===== config.mk =====
export PLATFORM = sky130hd
export DESIGN_NAME = counter_updown_mod
export DESIGN_NICKNAME = d
export VERILOG_FILES = /design/src/rtl/counter_pkg.sv /design/src/rtl/tick_gen.sv /design/src/rtl/counter_updown_mod.sv
export SDC_FILE = /design/constraint.sdc
export NUM_CORES = 1
export LEC_CHECK = 0
export BUFFER_PORTS_ARGS = -buffer_cell sky130_fd_sc_hd__buf_4
export CORE_MARGIN = 5
export CORE_UTILIZATION = 33
export DETAILED_ROUTE_END_ITERATION = 7
export HOLD_SLACK_MARGIN = 0.06
export PLACE_DENSITY_LB_ADDON = 0.3
export SLEW_MARGIN = 10
export SYNTH_ARGS = -nofsm -noshare
export SYNTH_HDL_FRONTEND = slang
export SYNTH_SLANG_ARGS = --single-unit

===== constraint.sdc =====
create_clock -name clk -period 1.9 [get_ports clk]
set_input_delay 0.095 -clock clk [delete_from_list [all_inputs] [get_ports clk]]
set_output_delay 0.095 -clock clk [all_outputs]
set_load 0.02 [all_outputs]

===== src/rtl/counter_pkg.sv =====
// Shared constants and state encoding for the up/down modulo counter.
package counter_pkg;

  localparam logic MODE_WRAP    = 1'b0;
  localparam logic MODE_ONESHOT = 1'b1;

  localparam logic DIR_UP = 1'b1;
  localparam logic DIR_DN = 1'b0;

  typedef enum logic [0:0] {
    ST_COUNT  = 1'b0,
    ST_HALTED = 1'b1
  } state_e;

endpackage


===== src/rtl/tick_gen.sv =====
// Prescaler: asserts tick on the enabled cycle that completes a PRESCALE-cycle period.
module tick_gen #(
  parameter int unsigned PRESCALE = 1
) (
  input  logic clk,
  input  logic rst,
  input  logic en,
  input  logic sync_clr,
  output logic tick
);

  localparam int unsigned PW = (PRESCALE > 1) ? $clog2(PRESCALE) : 1;
  localparam logic [PW-1:0] Last = PW'(PRESCALE - 1);

  logic [PW-1:0] cnt_q, cnt_d;

  assign tick = en && (cnt_q == Last);

  always_comb begin
    cnt_d = cnt_q;
    if (sync_clr) begin
      cnt_d = '0;
    end else if (en) begin
      cnt_d = (cnt_q == Last) ? '0 : cnt_q + PW'(1);
    end
  end

  always_ff @(posedge clk) begin
    if (rst) begin
      cnt_q <= '0;
    end else begin
      cnt_q <= cnt_d;
    end
  end

endmodule


===== src/rtl/counter_updown_mod.sv =====
// Parametrised up/down modulo counter with prescaler, load/clear and one-shot halt.
module counter_updown_mod
  import counter_pkg::*;
#(
  parameter int unsigned WIDTH    = 4,
  parameter int unsigned MODULO   = 16,
  parameter int unsigned PRESCALE = 1
) (
  input  logic             clk,
  input  logic             rst,
  input  logic             en,
  input  logic             up_dn,
  input  logic             mode,
  input  logic             clear,
  input  logic             load,
  input  logic [WIDTH-1:0] load_val,
  output logic [WIDTH-1:0] out,
  output logic             tc,
  output logic             done,
  output logic             running
);

  // Explicit terminal value so MODULO == 2**WIDTH never relies on overflow.
  localparam logic [WIDTH-1:0] Max = WIDTH'(MODULO - 1);

  state_e           state_q, state_d;
  logic [WIDTH-1:0] out_q, out_d;
  logic             tc_q, tc_d;
  logic             tick;

  tick_gen #(
    .PRESCALE (PRESCALE)
  ) u_tick_gen (
    .clk      (clk),
    .rst      (rst),
    .en       (en && (state_q == ST_COUNT)),
    .sync_clr (clear || load),
    .tick     (tick)
  );

  always_comb begin
    state_d = state_q;
    out_d   = out_q;
    tc_d    = 1'b0;
    if (clear) begin
      out_d   = '0;
      state_d = ST_COUNT;
    end else if (load) begin
      out_d   = (load_val > Max) ? Max : load_val;
      state_d = ST_COUNT;
    end else if (state_q == ST_COUNT && tick) begin
      if (up_dn == DIR_UP) begin
        if (out_q == Max) begin
          tc_d = 1'b1;
          if (mode == MODE_ONESHOT) state_d = ST_HALTED;
          else                      out_d   = '0;
        end else begin
          out_d = out_q + WIDTH'(1);
        end
      end else begin
        if (out_q == '0) begin
          tc_d = 1'b1;
          if (mode == MODE_ONESHOT) state_d = ST_HALTED;
          else                      out_d   = Max;
        end else begin
          out_d = out_q - WIDTH'(1);
        end
      end
    end
  end

  always_ff @(posedge clk) begin
    if (rst) begin
      state_q <= ST_COUNT;
      out_q   <= '0;
      tc_q    <= 1'b0;
    end else begin
      state_q <= state_d;
      out_q   <= out_d;
      tc_q    <= tc_d;
    end
  end

  assign out     = out_q;
  assign tc      = tc_q;
  assign done    = (state_q == ST_HALTED);
  assign running = (state_q == ST_COUNT);

endmodule


==> run_results.csv <==
group,metric,value,unit
run_status,status,"complete, no violations",
synthesis,synth.area.top_cells,"dfxtp_1, a211oi_1, nor2_1, ha_1, buf_6",
clocking,htree_num_levels,1,
clocking,cts_buffers,3,
clocking,clockBufferDepth,2,
synthesis,synth_area,512,um2
power,comb_power_share,27.8,%
route,postRouteAntennaNets,0,
global_route,grt_pass1_vias,421,
route,vias,504,
power,p_clk_share,33.0,%
place,place_inst,92,
synthesis,synth_nets,75,
clocking,cts_tree,"yes",
cells_and_area,n_fill_cell,149,
clocking,clock-root-buffer,"clkbuf_4",
min_path,min_from,"load_val[2]",
synthesis,synth_top_area_share,23.5,%
clocking,worstSkewPairLatency,0.25,ns
synthesis,seq_area_frac_synth,23.5,%
route,route.detailed.drc,0,
worst_setup_path,worst_ep_required_time,2.02,ns
cells_and_area,drive_gt1_share,32.9,%
route,wl,1250,um
power,internal-power,256,uW
cells_and_area,layout_common_cells,"buf_4, nor2_1, dfxtp_1",
cells_and_area,final_common_cell,"buf_4",
power,netSwitchingPower,110,uW
timing,rsz0062_at_grt,"no",
power,leakagePower,0.300,nW
timing,final_max_slew_viol_count,0,
worst_setup_path,arrival,1.85,ns
floorplanning,initial_core_util,34.4,%
place,gp_congestion,0.746,
synthesis,synth_largest_area_cell,"dfxtp_1",
global_route,antenna_found_initial,0,
global_route,grt_pass1_wl,1950,um
min_path,min_path_cells,3,
floorplanning,num_rows,14,
worst_setup_path,r2r-end,"out[2]",
cells_and_area,multiInputGateArea,345,um2
cells_and_area,antenna_cells,0,
timing,period_share,91.1,%
worst_setup_path,start_kind,"flop",
worst_setup_path,path_class,"reg2reg",
power,powerDensity,553,nW/um2
clocking,clock_sinks,6,
synthesis,syn_area_per_cell,8.25,um2
floorplanning,coreArea,1490,um2
worst_setup_path,rr_startpoint,"out[0]",
worst_setup_path,ff2ff_path_depth,6,
place,place_hpwl,958,um
timing,slew-limit-headroom,75.6,%
floorplanning,io_pins,18,
flow_run,maxCapViolCount,0,
timing,period_minus_slack,1.73,ns
power,switching_share,30.1,%
route,drtIter0Drc,12,
route,firstDrtPassIters,4,
cells_and_area,ff_latch_area,120,um2
global_route,grt.total_usage,10.3,%
synthesis,syn_inst,62,
timing,tightest_slew,0.357,ns
cells_and_area,fin_nets,94,
synthesis,yosysWarnings,0,
floorplanning,die_h,49.4,um
route,routed_via_density,5.31,
power,ir_worst_vdd,334,uV
route,wire_per_inst,13.1,um
min_path,hp-class,"in2reg",
global_route,grt.overflow.total,0,
global_route,grt_max_degree,13,
timing,tns,0,ns
timing,setup_viol,0,
clocking,path_clk_slew,0.05,ns
timing,fin_worst_skew,0.00248,ns
cells_and_area,stdcell_count,95,
synthesis,synth_cell_types,35,
worst_setup_path,end_kind,"flop",
floorplanning,die_w,49.4,um
worst_setup_path,worst-path-max-fanout,7,
power,p_seq_share,39.2,%
place,io_buffers,17,
timing,timing.fmax,578,MHz
floorplanning,dieArea,2440,um2
timing,hold_viol,0,
worst_setup_path,rrSetupSlack,0.17,ns
cells_and_area,area_delta_synth_final,29.3,%
synthesis,synth-seq-cells,6,
min_path,hold_end,"out[2]",
cells in the mapped netlist:
library cell and instances:
a21boi_0 1, nand2_1 3, nor2b_1 1, and4_1 1, o21ai_0 2, a41o_1 1, nor4b_2 1, nor3_2 1
ha_1 2, or4b_4 1, o211a_1 2, nand4b_1 1, buf_6 2, nand3b_1 1, nand3_1 1, mux2i_1 1
buf_2 1, o21a_1 2, nand2b_1 1, o211ai_1 1, o2bb2ai_1 1, xor2_1 1, xnor2_1 1, clkbuf_1 1
or4_1 1, or2_2 1, inv_1 5, nor2_1 7, a21oi_1 2, o21ai_1 1, a32o_1 1, a211oi_1 5
a2111oi_0 1, dfxtp_1 6, nand4_1 1
power groups by stage:
stage,sequential (mW),combinational (mW),clock (mW)
2_1_floorplan,0.146,0.0667,0
3_3_place_gp,0.145,0.101,0
3_5_place_dp,0.146,0.101,0
4_1_cts,0.143,0.101,0.128
5_1_grt,0.145,0.111,0.134
6_report,0.144,0.102,0.121
layout make-up:
cell class | count | area share [%]
Tap cell | 16 | 3.02
Clock buffer | 3 | 3.40
Sequential cell | 6 | 18.1
Inverter | 5 | 2.84
Timing Repair Buffer | 18 | 20.4
Multi-Input combinational cell | 47 | 52.2
metrics by stage:
step	instance area [um2]	power (mW)	setup WS, ns	hold slack (ns)	util [%]
after floorplan	512	0.213	0.253	0.255	-
after global placement	636	0.247	0.126	0.345	42.7
after detailed placement	636	0.247	0.129	0.353	42.7
after CTS	658	0.373	0.118	0.0922	44.2
after global routing	662	0.390	0.0565	0.112	44.5
final	662	0.366	0.168	0.0994	44.5
cells by family after synthesis:
family,after synthesis,share of synthesized area [%]
AOI/OAI and AO/OA,20,29.3
and+or+nand+nor,22,27.1
xor gates and xnor gates,2,3.42
adders and majority gates,2,4.89
muxes,1,1.96
buffers and inverters,9,9.78
DFF,6,23.5
how the worst max path moves through the flow:
stage / cells after the start / to / start
after floorplan: 6 / out[0] / out[0]
after global placement: 6 / out[0] / out[0]
after detailed placement: 6 / out[0] / out[0]
after CTS: 6 / out[0] / out[0]
after global routing: 6 / out[2] / out[0]
final: 6 / out[2] / out[0]
state kept, by name (all words and copies together), names as in the netlist:
register / flops
done: 1
tc: 1
out: 4
worst max-delay path: stages (launching register included):
cell,delay [ns]
dfxtp_1,0.46
inv_1,0.09
ha_1,0.23
nor4b_2,0.18
o211a_1,0.27
nor2_1,0.23
o211ai_1,0.14
timing repair:
item,in CTS,in global routing
resized for setup,0,1
hold buffers,0,0
setup endpoints to repair,0,1
setup buffers,0,0
per-layer routing:
layer | track usage [%] | part of all wire (%)
met2 | 17.2 | 51
met5 | 0 | 0
met1 | 12.3 | 42
met3 | 4.89 | 7.1
met4 | 1.31 | 0
Note: power is estimated with default switching activity, not from simulation.
